`src/rtl/frequency_window_controller.sv`:
```
// Sequences the two-tone analyzer through fixed windows and decides one symbol per window.
// Optional overrun/drop mode: define FREQUENCY_WINDOW_CTRL_OVERRUN_DROP_EN.
module frequency_window_controller #(
  parameter int WINDOW_TICKS = 50000,
  parameter int MIN_TOTAL    = 25000,
  parameter int MARGIN_SHIFT = 2
) (
  input  logic        clock,
  input  logic        reset,
  input  logic        run,
  output logic        an_enable,
  output logic        an_clear,
  input  logic [31:0] f1_value,
  input  logic [31:0] f2_value,
  output logic        sym_valid,
  input  logic        sym_ready,
  output logic        sym_bit,
  output logic [1:0]  sym_flags,
  output logic        busy,
  output logic [15:0] drop_count
);

  typedef enum logic [2:0] {IDLE, CLEAR, MEASURE, LATCH, DECIDE, PRESENT} state_t;

  localparam logic [23:0] LAST_TICK = 24'(WINDOW_TICKS - 1);

  state_t      state;
  logic [23:0] count;
  logic [31:0] r1;
  logic [31:0] r2;

  logic [32:0] sum;
  logic [31:0] diff;
  logic        no_signal;
  logic        ambiguous;
  logic        tone2;
  logic        handshake;

  // Sum is kept at 33 bits so two large totals never wrap into a false no-signal.
  always_comb begin
    sum       = {1'b0, r1} + {1'b0, r2};
    diff      = (r1 >= r2) ? (r1 - r2) : (r2 - r1);
    no_signal = sum < 33'(MIN_TOTAL);
    ambiguous = !no_signal && ({1'b0, diff} < (sum >> MARGIN_SHIFT));
    tone2     = r2 > r1;
    handshake = sym_valid && sym_ready;
  end

  always_ff @(posedge clock) begin
    if (reset) begin
      state     <= IDLE;
      count     <= '0;
      r1        <= '0;
      r2        <= '0;
      an_enable <= 1'b0;
      an_clear  <= 1'b0;
      sym_valid <= 1'b0;
      sym_bit   <= 1'b0;
      sym_flags <= 2'b00;
      busy      <= 1'b0;
`ifdef FREQUENCY_WINDOW_CTRL_OVERRUN_DROP_EN
      drop_count <= '0;
`endif
    end else begin
      an_clear <= 1'b0;
      // A result may be accepted in any state once windows overlap presentation.
      if (handshake) sym_valid <= 1'b0;
      case (state)
        IDLE: begin
          if (run) begin
            state     <= CLEAR;
            an_clear  <= 1'b1;
            an_enable <= 1'b1;
            busy      <= 1'b1;
          end
        end
        CLEAR: begin
          state <= MEASURE;
          count <= '0;
        end
        MEASURE: begin
          if (count == LAST_TICK) begin
            state     <= LATCH;
            an_enable <= 1'b0;
          end else begin
            count <= count + 24'd1;
          end
        end
        LATCH: begin
          r1    <= f1_value;
          r2    <= f2_value;
          state <= DECIDE;
        end
        DECIDE: begin
          sym_bit   <= tone2;
          sym_flags <= {ambiguous, no_signal};
          sym_valid <= 1'b1;
          state     <= PRESENT;
`ifdef FREQUENCY_WINDOW_CTRL_OVERRUN_DROP_EN
          if (sym_valid && !sym_ready && drop_count != 16'hFFFF)
            drop_count <= drop_count + 16'd1;
`endif
        end
        PRESENT: begin
`ifdef FREQUENCY_WINDOW_CTRL_OVERRUN_DROP_EN
          if (run) begin
            state     <= CLEAR;
            an_clear  <= 1'b1;
            an_enable <= 1'b1;
          end else if (handshake) begin
            state <= IDLE;
            busy  <= 1'b0;
          end
`else
          if (handshake) begin
            if (run) begin
              state     <= CLEAR;
              an_clear  <= 1'b1;
              an_enable <= 1'b1;
            end else begin
              state <= IDLE;
              busy  <= 1'b0;
            end
          end
`endif
        end
        default: begin
          state     <= IDLE;
          an_enable <= 1'b0;
          busy      <= 1'b0;
        end
      endcase
    end
  end

`ifndef FREQUENCY_WINDOW_CTRL_OVERRUN_DROP_EN
  assign drop_count = '0;
`endif

endmodule

```
`config.mk`:
```
export PLATFORM = sky130hd
export DESIGN_NAME = frequency_window_controller
export DESIGN_NICKNAME = d
export VERILOG_FILES = /design/src/rtl/frequency_window_controller.sv
export SDC_FILE = /design/constraint.sdc
export NUM_CORES = 1
export LEC_CHECK = 0
export ABC_AREA = 1
export BUFFER_PORTS_ARGS = -buffer_cell sky130_fd_sc_hd__buf_2
export CAP_MARGIN = 10
export CELL_PAD_IN_SITES_DETAIL_PLACEMENT = 2
export CELL_PAD_IN_SITES_GLOBAL_PLACEMENT = 2
export CORE_MARGIN = 2
export CORE_UTILIZATION = 36
export CTS_CLUSTER_DIAMETER = 50
export DETAILED_ROUTE_END_ITERATION = 7
export PLACE_DENSITY = 0.86
export SLEW_MARGIN = 10
export SYNTH_ARGS = -nofsm -noshare
export SYNTH_HDL_FRONTEND = slang
export SYNTH_SLANG_ARGS = --single-unit
```
`constraint.sdc`:
```
create_clock -name clock -period 7.98 [get_ports clock]
set_clock_uncertainty 0.15 [all_clocks]
set_input_delay 0.399 -clock clock [delete_from_list [all_inputs] [get_ports clock]]
set_output_delay 0.399 -clock clock [all_outputs]
set_load 0.01 [all_outputs]
```
==> flow_summary.rst <==
.. list-table::
   :header-rows: 1

   * - Metric
     - Value
   * - Congestion Overflow GR
     - 0
   * - Static leakage
     - 0.006323 uW
   * - CP Data Arrival Time
     - 5.27 ns
   * - Length in cells of the worst reg-to-reg path
     - 21
   * - GRT Overall Usage
     - 0.3197
   * - Post-synth EDFFs
     - 0
   * - Cell accounting for the most synthesized area
     - dfxtp_1
   * - Cell area after placement
     - 11780 sq um
   * - Weighted congestion reported at the end of routability-driven placement
     - 0.9761
   * - Number of global-route vias before repair
     - 13644
   * - Yosys warning total
     - 0
   * - Number of standard-cell rows in the floorplan
     - between 60 and 70
   * - Largest family of logic cells by synthesized area
     - simple AND/OR/NAND/NOR gates
   * - Gate count of the mapped netlist
     - 1867
   * - Worst reg2reg path startpoint
     - r1[13]$_SDFFE_PP0P_
   * - Clock latency of the later-clocked register in the worst-skew pair
     - 0.37 ns
   * - VDD IR-drop max
     - 0.2324 mV
   * - Setup slack of the worst register-to-register path
     - 2.87 ns
   * - Fraction of synthesis flops using an asynchronous set or reset pin
     - 0
   * - Global-route wire length before repair
     - between 80000 and 90000 um
   * - Multiplexer share of the synthesized area
     - 0.006416
   * - Final Cycle Share
     - 0.6398
   * - Worst relative slew slack
     - 0.4121
   * - Least-Margin Pin Slew
     - 0.8726 ns
   * - Critical-path maximum fanout
     - 44
   * - Total die area
     - 32850 sq um
   * - Post-synthesis cell area
     - between 10000 and 15000 sq um
   * - Highest-count cells in the layout ignoring fill and taps
     - nand2_1, inv_1, a21oi_1, nor2_1, ha_1
   * - Type of the worst setup path
     - register to register
   * - Biggest area contributors in the synthesized netlist
     - dfxtp_1, nand2_1, ha_1, inv_1, a21oi_1
   * - Count of TritonRoute iterations in the first routing pass
     - 5
   * - Max H-tree Level
     - 3
   * - Main synth FF type
     - dfxtp_1
   * - Final routed wirelength across all metal layers
     - 52450 um
   * - Status
     - complete, no violations
   * - Synth Area in Compound Gates
     - 0.1991
   * - Time the worst path needs with I/O delays and setup
     - 5.106 ns
   * - Final count of pins violating max slew
     - 0
   * - Pin count of the biggest net entering global routing
     - 88
   * - Total setup buffers inserted after CTS
     - 0
   * - Total Negative Setup Slacks
     - 0 ns
   * - Fmax
     - 195.8 MHz
   * - DRC marker count from the first detailed-route iteration
     - 715
   * - Number of nets with antenna violations after detailed routing
     - 0
   * - Number of failing hold endpoints at the final stage
     - 0
   * - TritonCTS clock tree
     - yes
   * - Routed length per placed instance
     - 22.80 um
   * - Clock-pin slew on the worst setup and hold paths
     - 0.09 ns
   * - Hold EP
     - r2[28]$_SDFFE_PP0P_
   * - Number of DRC violations after detailed routing
     - 0
   * - Worst hold path stage count
     - 3
   * - Post-CTS Resized
     - 0
   * - Number of distinct library cell variants in the gate-level netlist after synthesis
     - 56
   * - Kind of start point of the critical path
     - register
   * - Vias after detailed routing
     - 12620
   * - Mean cell area of the mapped netlist
     - 6.058 sq um
   * - Required time at the worst-slack endpoint
     - just over 8 ns
   * - Antenna violations before repair
     - 2
   * - Power per cell area
     - 421.6 nW/um^2
   * - Count of hold-fix buffers inserted at cts
     - 0
   * - Leading cell type in the layout, fill and taps excluded
     - nand2_1
   * - Hold Slack
     - approximately 0.16 ns
   * - Post-DR vias/cell
     - between 5 and 6
   * - #FFs+latches synth
     - 98
   * - Chip height
     - 181.3 um
   * - Final total power
     - 5088 uW
   * - IO Port Bufs
     - 74
   * - Capture instance of the worst register-to-register path
     - sym_flags[1]$_SDFFE_PP0P_
   * - Clock buffer count from CTS
     - 9
   * - Root cell of the clock tree
     - clkbuf_16
   * - Sequential share of the synthesized area
     - 0.1735
   * - Share of Yosys cell area claimed by the top area cell type
     - 0.1735
   * - TritonCTS sink count
     - 98
   * - Placed wire-length estimate after detailed placement
     - 44350 um
   * - Hold Path Origin
     - f2_value[28]
   * - Non-Filler Cell Area, Final
     - between 10000 and 15000 sq um
   * - Share of final-layout standard cells stronger than drive strength 1
     - 0.07676
   * - Adder-cell share of the synthesized area
     - 0.1440
   * - Worst path setup slack after routing
     - about 2.9 ns
   * - Setup repair after global routing missed its margin
     - no
   * - Longest Clk Path Bufs
     - 2
   * - Worst slack at placement
     - 3.040 ns
   * - Total I/O pin count
     - 91
   * - Die width
     - ~180 um
   * - Simple-Gate Fraction of Synth Area
     - 0.2956
   * - Post-synthesis xor/xnor area fraction
     - 0.03252
   * - Area of the core
     - 30750 sq um
   * - Count of final setup violators
     - 0
   * - Max-cap violations
     - 0
   * - Synth-to-Final Area Change
     - 6.714%
   * - Worst Setup End Kind
     - register
   * - Number of nets at the end of the flow
     - 2094
   * - Class of the worst hold path
     - primary input to register
   * - Starting density of the core
     - 0.3678
## kinds of logic (layout without fill, tap and decap cells)
| family | after synthesis | after routing |
|---|---|---|
| AO/OA/AOI/OAI | 408 | 408 |
| XOR/XNOR | 42 | 42 |
| adder cells (fa/ha/maj) | 129 | 129 |
| buffers and inverters | 393 | 413 |
| flip-flops | 98 | 98 |
| multiplexers | 6 | 6 |
| other | 1 | 18 |
| AND/OR/NAND/NOR | 790 | 790 |
## state kept, by name (all words and copies together), names as in the netlist, 2 cells and up
signal,cells
count,24
state,3
r2,32
r1,32
sym_flags,2
## worst max-delay path, cell delays in order, from the launching register on
cell	delay, ns
dfxtp_1	0.37
inv_1	0.10
ha_1	0.51
a21oi_1	0.39
o21ai_0	0.20
a21oi_2	0.24
nand2_1	0.08
nand2_1	0.12
nand3b_4	0.53
o21ai_0	0.73
xor2_1	0.19
inv_1	0.06
ha_1	0.31
a21oi_1	0.16
o21ai_0	0.10
a21oi_1	0.15
nand2_1	0.11
a21oi_1	0.17
nor2_1	0.07
nor2_1	0.10
nand2_1	0.06
a21oi_1	0.12
## power breakdown
group          internal, uW  total, uW  switching [uW]
sequential              531        570            39.7
clock                   226        459             234
combinational          1300       4060            2760
## metrics by stage
step,util,std cells
2_1_floorplan,-,1882
3_3_place_gp,0.3831,2282
4_1_cts,0.3924,2298
5_1_grt,0.3924,2298
3_5_place_dp,0.3831,2282
6_report,0.3925,2300
## synth_stat cells, types with 2 or more instances
library cell,number
o2111ai_1,5
nor2_4,3
buf_1,2
nand4_1,24
o211ai_1,4
buf_6,6
clkbuf_1,22
nand2_4,3
nor4_1,8
nand2_1,449
o211ai_2,3
or2_2,5
a31oi_1,4
o21ai_1,10
nor3_1,30
nor2_2,7
o21ai_0,121
ha_1,127
nor3b_1,2
nand3_1,75
o21ai_2,2
o21bai_1,19
xor2_1,42
buf_2,6
o221ai_1,3
fa_1,2
mux2i_1,5
a21boi_0,2
nand3_2,2
nand2_2,12
o21a_1,3
dfxtp_1,98
a211oi_1,8
nor2_1,165
inv_2,3
buf_4,36
a21oi_1,209
a21oi_2,6
inv_1,316
a21o_1,2
## how the worst max path moves through the flow
stage                         from                         to  slack (ns)  depth (start not counted)
5_1_grt        r1[13]$_SDFFE_PP0P_  sym_flags[1]$_SDFFE_PP0P_        2.53                         24
3_5_place_dp   r1[13]$_SDFFE_PP0P_  sym_flags[1]$_SDFFE_PP0P_        3.04                         24
3_3_place_gp   r1[13]$_SDFFE_PP0P_  sym_flags[1]$_SDFFE_PP0P_        3.18                         21
6_report       r1[13]$_SDFFE_PP0P_  sym_flags[1]$_SDFFE_PP0P_        2.87                         21
2_1_floorplan   r1[0]$_SDFFE_PP0P_  sym_flags[1]$_SDFFE_PP0P_        4.48                         29
4_1_cts        r1[13]$_SDFFE_PP0P_  sym_flags[1]$_SDFFE_PP0P_        3.00                         24
## cell type report
cell class                 instances  area [sq um]
fill                            3947         18680
multi-input combinational       1391          7725
inverter                         320          1204
tap                              396         495.5
timing repair buffer              77         392.9
clock inverter                     5         43.79
clock buffer                      11         242.7
antenna                            2         5.005
sequential                        98          1962
## routing by layer
| layer | part of all wire | track usage | wire [um] |
|---|---|---|---|
| met5 | 0.00050 | 0 | 26 |
| met4 | 0.016 | 0.07317 | 865 |
| met3 | 0.059 | 0.06571 | 3089 |
| met2 | 0.45 | 0.5192 | 23430 |
| met1 | 0.48 | 0.4342 | 25040 |
Note: power is estimated with default switching activity, not from simulation.
